## src/rtl/median_pkg.sv

```systemverilog
// Shared types for the MEDIAN window feeder: FSM states, burst length and burst index type.
package median_pkg;

  typedef enum logic [1:0] {
    ACCEPT = 2'd0,
    SEND   = 2'd1,
    WAIT   = 2'd2
  } feeder_state_t;

  localparam int WIN_N = 9;

  typedef logic [3:0] win_idx_t;

endpackage

```

## src/rtl/median_line_buffer.sv

```systemverilog
// Two-line pixel history: combinational read of {L1[c], L0[c]}, shift-down write on each accept.
module median_line_buffer #(
  parameter int WIDTH = 8,
  parameter int IMG_W = 16,
  parameter int COL_W = $clog2(IMG_W)
) (
  input  logic             i_clk,
  input  logic             i_we,
  input  logic [COL_W-1:0] i_addr,
  input  logic [WIDTH-1:0] i_pix,
  output logic [WIDTH-1:0] o_l1,
  output logic [WIDTH-1:0] o_l0
);

  logic [WIDTH-1:0] r_line0 [IMG_W];
  logic [WIDTH-1:0] r_line1 [IMG_W];

  assign o_l1 = r_line1[i_addr];
  assign o_l0 = r_line0[i_addr];

  // Line storage is data only and carries no reset; unwritten entries are never consumed.
  always_ff @(posedge i_clk) begin
    if (i_we) begin
      r_line1[i_addr] <= r_line0[i_addr];
      r_line0[i_addr] <= i_pix;
    end
  end

endmodule

```

## src/rtl/median_window_feeder.sv

```systemverilog
// Raster-to-3x3 window feeder: bursts each complete window to MEDIAN and republishes its result.
module median_window_feeder
  import median_pkg::*;
#(
  parameter int WIDTH = 8,
  parameter int IMG_W = 16
) (
  input  logic             CLK,
  input  logic             RST,
  input  logic [WIDTH-1:0] PIX_IN,
  input  logic             PIX_VALID,
  input  logic             PIX_SOF,
  output logic             PIX_READY,
  output logic [WIDTH-1:0] DI,
  output logic             DSI,
  input  logic [WIDTH-1:0] DO,
  input  logic             DSO,
  output logic [WIDTH-1:0] RES,
  output logic             RES_VALID
);

  localparam int COL_W = $clog2(IMG_W);

  feeder_state_t    r_state, w_state_next;
  win_idx_t         r_k, w_k_next;
  logic [COL_W-1:0] r_col, w_col_eff;
  logic [1:0]       r_row, w_row_eff;
  logic             r_row_ge2, w_ge2_eff;
  logic             w_accept, w_complete, w_dsi_next, w_dso_take;
  logic [WIDTH-1:0] w_di_next, w_l1, w_l0;
  logic [WIDTH-1:0] r_win      [WIN_N];
  logic [WIDTH-1:0] w_win_next [WIN_N];

  assign PIX_READY = (r_state == ACCEPT) & ~RST;
  assign w_accept  = PIX_VALID & PIX_READY;

  median_line_buffer #(.WIDTH(WIDTH), .IMG_W(IMG_W), .COL_W(COL_W)) u_lines (
    .i_clk  (CLK),
    .i_we   (w_accept),
    .i_addr (w_col_eff),
    .i_pix  (PIX_IN),
    .o_l1   (w_l1),
    .o_l0   (w_l0)
  );

  // SOF restarts position tracking on the pixel itself, so it can never complete a window.
  always_comb begin
    w_col_eff  = PIX_SOF ? {COL_W{1'b0}} : r_col;
    w_row_eff  = PIX_SOF ? 2'd0 : r_row;
    w_ge2_eff  = PIX_SOF ? 1'b0 : r_row_ge2;
    w_complete = w_accept & w_ge2_eff & (w_col_eff >= COL_W'(2));
  end

  // Column/row position; row saturates at 2 since only row_ge2 is ever consulted.
  always_ff @(posedge CLK) begin
    if (RST) begin
      r_col     <= {COL_W{1'b0}};
      r_row     <= 2'd0;
      r_row_ge2 <= 1'b0;
    end else if (w_accept) begin
      if (w_col_eff == COL_W'(IMG_W - 1)) begin
        r_col     <= {COL_W{1'b0}};
        r_row     <= (w_row_eff == 2'd2) ? 2'd2 : w_row_eff + 2'd1;
        r_row_ge2 <= w_ge2_eff | (w_row_eff >= 2'd1);
      end else begin
        r_col     <= w_col_eff + COL_W'(1);
        r_row     <= w_row_eff;
        r_row_ge2 <= w_ge2_eff;
      end
    end else begin
      r_col     <= r_col;
      r_row     <= r_row;
      r_row_ge2 <= r_row_ge2;
    end
  end

  // Next window: shift left and append the new column {L1, L0, PIX_IN} on the right.
  always_comb begin
    w_win_next = r_win;
    if (w_accept) begin
      for (int r = 0; r < 3; r++) begin
        w_win_next[r*3]     = r_win[r*3+1];
        w_win_next[r*3 + 1] = r_win[r*3+2];
      end
      w_win_next[2] = w_l1;
      w_win_next[5] = w_l0;
      w_win_next[8] = PIX_IN;
    end else begin
      w_win_next = r_win;
    end
  end

  // Window registers are pure data and need no reset.
  always_ff @(posedge CLK) begin
    r_win <= w_win_next;
  end

  // FSM next-state and the values the registered burst outputs will take.
  always_comb begin
    w_state_next = r_state;
    w_k_next     = r_k;
    case (r_state)
      ACCEPT: begin
        if (w_complete) begin
          w_state_next = SEND;
          w_k_next     = 4'd0;
        end else begin
          w_state_next = ACCEPT;
        end
      end
      SEND: begin
        if (r_k == 4'(WIN_N - 1)) begin
          w_state_next = WAIT;
          w_k_next     = 4'd0;
        end else begin
          w_k_next = r_k + 4'd1;
        end
      end
      WAIT: begin
        if (DSO) begin
          w_state_next = ACCEPT;
        end else begin
          w_state_next = WAIT;
        end
      end
      default: begin
        w_state_next = ACCEPT;
        w_k_next     = 4'd0;
      end
    endcase
    w_dsi_next = (w_state_next == SEND);
    w_di_next  = w_dsi_next ? w_win_next[w_k_next] : {WIDTH{1'b0}};
    w_dso_take = (r_state == WAIT) & DSO;
  end

  // State and all registered outputs; reset aborts any burst in flight.
  always_ff @(posedge CLK) begin
    if (RST) begin
      r_state   <= ACCEPT;
      r_k       <= 4'd0;
      DSI       <= 1'b0;
      DI        <= {WIDTH{1'b0}};
      RES       <= {WIDTH{1'b0}};
      RES_VALID <= 1'b0;
    end else begin
      r_state   <= w_state_next;
      r_k       <= w_k_next;
      DSI       <= w_dsi_next;
      DI        <= w_di_next;
      RES_VALID <= w_dso_take;
      if (w_dso_take) begin
        RES <= DO;
      end else begin
        RES <= RES;
      end
    end
  end

endmodule
```

## config.mk

```make
export PLATFORM = sky130hd
export DESIGN_NAME = median_window_feeder
export DESIGN_NICKNAME = d
export VERILOG_FILES = /design/src/rtl/median_pkg.sv /design/src/rtl/median_line_buffer.sv /design/src/rtl/median_window_feeder.sv
export SDC_FILE = /design/constraint.sdc
export NUM_CORES = 1
export LEC_CHECK = 0
export ABC_AREA = 1
export BUFFER_PORTS_ARGS = -buffer_cell sky130_fd_sc_hd__buf_2
export CAP_MARGIN = 40
export CORE_UTILIZATION = 65
export DETAILED_ROUTE_END_ITERATION = 8
export PLACE_DENSITY = 0.85
export SLEW_MARGIN = 30
export SYNTH_ARGS = -nofsm -noshare
export SYNTH_HDL_FRONTEND = slang
export SYNTH_HIERARCHICAL = 1
export SYNTH_SLANG_ARGS = --single-unit
```

## constraint.sdc

```tcl
create_clock -name CLK -period 4.4 [get_ports CLK]
set_clock_uncertainty 0.1 [all_clocks]
set_input_delay 0.88 -clock CLK [delete_from_list [all_inputs] [get_ports CLK]]
set_output_delay 0.88 -clock CLK [all_outputs]
set_load 0.02 [all_outputs]
```

# Yosys cells after proc, flatten, opt, wreduce, memory -nomap -nowiden

Memory sizes are Yosys's and may differ from the RTL's.
Index checks and enable logic that the tools add are counted.

Div/mod/pow operators: 0
Reductions and logical operators: 2
Shifts and indexed selects: 0
Muxes and demuxes: 20
Eq/ne operators: 6
Add/sub/neg operators: 3
Bitwise logic cells: 9
Multiply operators: 0
Order comparisons: 3

Operators by type and width:

| cell                  | number |
|---|---|
| $mux W72              | 1 |
| $bmux W8 S4           | 1 |
| $mux W4               | 4 |
| $mux W8               | 2 |
| $pmux W4 S3           | 1 |
| $mux W2               | 5 |
| $add A4 B1 Y4 const B | 2 |
| $eq A4 B4 Y1 const B  | 2 |
| $pmux W2 S3           | 1 |
| $and A1 B1 Y1         | 5 |
| $ge A5 B5 Y1 const B  | 1 |
| $mux W1               | 5 |
| $not A4 Y5            | 1 |
| $eq A2 B1 Y1 const B  | 2 |
| $eq A2 B2 Y1 const B  | 2 |
| $ge A4 B2 Y1 const B  | 1 |
| $add A2 B1 Y2 const B | 1 |
| $ge A2 B1 Y1 const B  | 1 |
| $logic_not A2 Y1      | 1 |
| $not A1 Y1            | 2 |
| $reduce_or A2 Y1      | 1 |
| $or A1 B1 Y1          | 1 |

ROM bits: 0
Output and inout port bits: 19
RAM bits: 256
Memories kept: 2
Logic and storage cells: 63
Latch bits: 0
Flip-flop bits (word level): 103
Input port bits: 21

Memories:

| name            | words | width | read ports | clocked after memory_dff | wr ports | RTL line                 | source |
|---|---|---|---|---|---|---|---|
| u_lines.r_line0 | 16    | 8     | 1          | 0                        | 1        | median_line_buffer.sv:15 | `logic [WIDTH-1:0] r_line0 [IMG_W];` |
| u_lines.r_line1 | 16    | 8     | 1          | 0                        | 1        | median_line_buffer.sv:16 | `logic [WIDTH-1:0] r_line1 [IMG_W];` |

# Depth between registers and ports, before layout

Word-level depth: 11
Gate-level depth with buffers: 20
Mapped depth without buffers: 17

# By module

Netlist, hierarchy kept.

Modules (own cells, without submodules):

| module               | cells an instance | area each (um^2) | times used | sequential area each (um^2) |
|---|---|---|---|---|
| median_line_buffer   | 1,054             | 10,831.6         | 1          | 7,687.4 |
| median_window_feeder | 650               | 4,727.0          | 1          | 2,062.0 |

# Worst setup path after synthesis

Ideal clock, no wire load.

Path type: input to register
From: input port PIX_SOF
To: memory u_lines.r_line0[6][0] (enable)
Cell stages on the path: 5
Arrival: 2,478 ps
Path buffers: 2
Required time: 3,912 ps
Setup slack: 1,434 ps
Setup time: 388 ps
Path through: nor2_1 -> buf_2 -> buf_2 -> nand3_1 -> nor2_1

Cells in the longest elaborated chain, start to end: 1

RTL lines:

| what               | RTL line                   | source |
|---|---|---|
| start: declaration | median_window_feeder.sv:12 | `input logic PIX_SOF,` |
| $mux W4            | median_window_feeder.sv:48 | `w_col_eff = PIX_SOF ? {COL_W{1'b0}} : r_col;` |
| end: declaration   | median_line_buffer.sv:15   |  |

No other way between the ends.

# Worst setup path after layout

From: input port PIX_SOF
To: register DI[4]

Elaborated cells between the ends (all ways): 19
Those cells by class: order compare (1); eq/ne (1); mux (10); bitwise (4); reduce/logical (1); memory (2)

RTL lines:

| what                                       | RTL line                    | source |
|---|---|---|
| $mux W4                                    | median_window_feeder.sv:48  |  |
| named net w_col_eff[2]                     | median_window_feeder.sv:26  | `logic [COL_W-1:0] r_col, w_col_eff;` |
| $mem_v2 Z16 W8                             | --                          |  |
| named net w_l0[4]                          | median_window_feeder.sv:30  | `logic [WIDTH-1:0] w_di_next, w_l1, w_l0;` |
| $mux W72                                   | median_window_feeder.sv:80  | `if (w_accept) begin` |
| $bmux W8 S4                                | median_window_feeder.sv:132 | `w_di_next = w_dsi_next ? w_win_next[w_k_next] : {WIDTH{1'b0}};` |
| $mux W8 (not written as such) (2 in a row) | median_window_feeder.sv:132 |  |
| end signal: assignment                     | median_window_feeder.sv:142 | `DI <= {WIDTH{1'b0}};` |
| end signal: assignment                     | median_window_feeder.sv:149 | `DI <= w_di_next;` |
| end: declaration                           | median_window_feeder.sv:14  | `output logic [WIDTH-1:0] DI,` |

The timed path passes the listed nets, and every way through them passes these cells. The select of a mux whose other input is x is not followed.
A chain may end at the register's enable or synchronous reset.

==> out/metrics.csv <==
stage,metric,value,unit
place,DP HPWL,21420,µm
yosys,Avg Inst Size Synth,9.131,µm²
timing,RSZ-0062 raised after global routing,false,
cts,TritonCTS Sinks,359,
yosys,Synth area leaders,"edfxtp_1, nand2_1, dfxtp_1",
yosys,Synth cell types,35,
timing,Peak Freq,347.8,MHz
drt,Routed Antenna Nets,0,
cts,clock-pin slew on the worst setup and hold paths,0.06,ns
global_route,largest net degree at the start of global routing,103,
timing,"Period Utilization, post-route",65.35,%
drt,DR iter-0 viols,1297,
global_route,grt total ovfl,0,
power,power share of the sequential group,52.1,%
floorplanning,io pins,40,
final_layout,share of layout cells above drive strength 1,11.44,%
final_layout,number of diodes,0,
flow_run,Max Cap Violations,0,
setup_path,family with the most delay on the worst path,buffers and inverters,
yosys,"FF+latch count, synth",359,
floorplanning,die width,156.7,µm
power,Peak VDD IR,0.4643,mV
yosys,post-synth top area share,49.41,%
drt,DRT Pass-1 Iters,5,
global_route,first-pass GRT wire length,55010,µm
power,Leak Pwr,7.569,nW
power,Clk pwr share,39.5,%
cts,TritonCTS clock tree,built,
place,Placement Setup Slack,1.053,ns
cts,postcts setup bufs,0,
final_layout,final core occ,73.46,%
floorplanning,die area,24560,µm²
setup_path,crit path launch type,input port,
global_route,vias in the first global route,10910,
drt,final WL,35030,µm
setup_path,Critical Path Most Common Cell,nand2_1,
global_route,Tot GR Track Use,29.32,%
yosys,syn nets,1731,
power,power density cells,425.3,nW/µm²
yosys,Syn Inst Count,1704,
global_route,initial antenna violation count,0,
final_layout,"most common cell after layout, fill and taps aside",nand2_1,
drt,drt drc,0,
place,GPL Wtd Cong,0.9124,
setup_path,Worst Setup Path Type,in2reg,
power,net switching power,1.649,mW
outcome,outcome,"finished, final reports clean",
floorplanning,core area,23470,µm²
floorplanning,Initial Util,66.28,%
yosys,Yosys warning count,6,
setup_path,Worst EP arrival,3.22,ns
worst_hold_path,Hold WC Path Type,reg2reg,
drt,total number of vias,11530,
timing,fin worst setup slack,1.525,ns
cts,clock latency on the worst-skew pair,0.51,ns
final_layout,Area Growth Syn to Fin,10.83,%
drt,via/cell ratio,5.506,
power,Comb pwr share,8.4,%
setup_path,CP bufs+invs,6,
cts,TritonCTS Buffers,35,
yosys,register area share after synthesis,62.66,%
setup_path,max incr delay on CP,0.49,ns
timing,Final Hold Fails,0,
timing,setup TNS,0,ns
setup_path,"slowest stage cell, crit path",inv_1,
final_layout,nets,1779,
power,Int Power,5.684,mW
cts,cts hold-fix bufs,0,
yosys,"Cell Area, Synth",15560,µm²
timing,Slew headroom,46.38,%
floorplanning,std cell rows,56,
timing,Final Slew Violations,0,
cts,Root Buffer,clkbuf_16,
setup_path,crit-path max FO,16,
setup_path,CP Cell Sequence,buf_2 > inv_1 > nand2_1 > inv_1 > inv_1 > nand2_1 > inv_1 > nand2_1 > nand2_1 > inv_1 > nand2_1 > o21ai_1 > nand2_1 > nand3_1 > nand3_1 > nand3_1 > a21oi_1,
yosys,leading area contributor after synthesis,edfxtp_1,
floorplanning,Die H,156.7,µm
power,Sw Share,22.49,%
final_layout,final instance area,17240,µm²
place,placed cell area,16130,µm²
drt,wire per inst,16.73,µm
timing,Final min period,2.875,ns
place,Port Buffer Count,39,
cts,CTS resizes,0,
cts,CTS H-tree lvls,2,
timing,Tightest Pin Transition,0.8043,ns
timing,count of final setup violators,0,
cts,CTS max path bufs,3,
setup_path,required time worst endpoint,4.74,ns
setup_path,Crit. End Element,flip-flop,
final_layout,"commonest cells after routing, fill and taps aside","nand2_1, edfxtp_1, inv_1",
[power by group through the flow]
stage	Clock, mW	Sequential, mW	Combinational [mW]
finish	2.90	3.82	0.613
global route	3.05	3.84	0.693
CTS	2.92	3.82	0.606
detailed placement	0	3.89	0.595
global placement	0	3.89	0.577
floorplan	0	3.88	0.440
[cell families (layout without fill, tap and decap cells)]
| family | Yosys count | in the layout | share of synthesized area [%] |
|---|---|---|---|
| AO/OA/AOI/OAI | 112 | 112 | 3.731 |
| buffers and inverters | 243 | 314 | 7.173 |
| flip-flops | 359 | 359 | 62.66 |
| adder cells (fa/ha/maj) | 6 | 6 | 0.4825 |
| XOR/XNOR | 2 | 2 | 0.1126 |
| AND/OR/NAND/NOR | 982 | 982 | 25.84 |
[path summary, 6_finish.rpt]
check,start,to,slack (ns),depth (start not counted)
max,PIX_SOF,DI[4]$_SDFF_PP0_,1.52,17
min,RES[4]$_SDFFE_PP0P_,RES[4]$_SDFFE_PP0P_,0.36,2
max reg2reg,r_k[0]$_SDFF_PP0_,DI[5]$_SDFF_PP0_,1.53,12
min reg2reg,RES[4]$_SDFFE_PP0P_,RES[4]$_SDFFE_PP0P_,0.36,2
[worst register-to-register path, cell delays in order, from the launching register on]
cell     delay, ns
dfxtp_1       0.38
inv_1         0.12
ha_1          0.15
nand3_1       0.12
nand3_1       0.09
o21ai_0       0.09
inv_2         0.48
nand2_2       0.62
nand2_1       0.22
nand3_1       0.10
nand3_1       0.11
nand3_1       0.09
a21oi_1       0.13
[flip-flops by register name (all words and copies together) (netlist names)]
name	flops
DSI	1
r_state	2
u_lines/r_line0	128
RES	8
r_k	4
r_row	2
r_row_ge2	1
u_lines/r_line1	128
RES_VALID	1
r_win	72
r_col	4
DI	8
[per-layer routing]
metal / track usage (%) / up-vias / wire length [µm]
li1: - / 5524 / -
met1: 37.92 / 5342 / 13930
met2: 48.55 / 545 / 16900
met3: 4.514 / 118 / 2816
met4: 14.19 / 0 / 1377
met5: 0 / - / 0
[final cells by class]
| type | instances | area (µm²) |
|---|---|---|
| well taps | 319 | 399.1 |
| clock inverters | 13 | 83.83 |
| inverters | 164 | 625.6 |
| flip-flops and latches | 359 | 9749 |
| multi-input cells | 1102 | 4711 |
| clock buffers | 47 | 1035 |
| repair buffers | 90 | 640.6 |
| fillers | 1551 | 6228 |
[Yosys cell counts]
library cell / count
buf_4: 4
clkbuf_2: 3
nand3_4: 2
nor2_1: 36
nor2_4: 2
o41ai_1: 1
nor2_2: 4
o21ai_0: 70
nand2_2: 2
or2_1: 2
nor3_1: 2
clkinv_1: 1
ha_1: 6
nand3_2: 1
o21ai_1: 15
inv_4: 2
a31o_2: 1
buf_6: 15
inv_2: 3
edfxtp_1: 256
buf_2: 41
nand3_1: 114
or2_2: 38
o21ai_4: 1
inv_1: 157
clkbuf_1: 15
clkinv_4: 1
dfxtp_1: 103
a31oi_1: 1
nand2_4: 3
buf_8: 1
nor4_1: 1
a21oi_1: 23
xor2_1: 2
nand2_1: 775
[metrics by stage]
step	hold WS (ns)	std cells	power, mW
finish	0.3646	2094	7.333
global route	0.3790	2094	7.575
CTS	0.3643	2094	7.350
detailed placement	0.3547	2034	4.489
global placement	0.3458	2034	4.466
floorplan	0.3476	1704	4.322
Note: power is estimated with default switching activity, not from simulation.
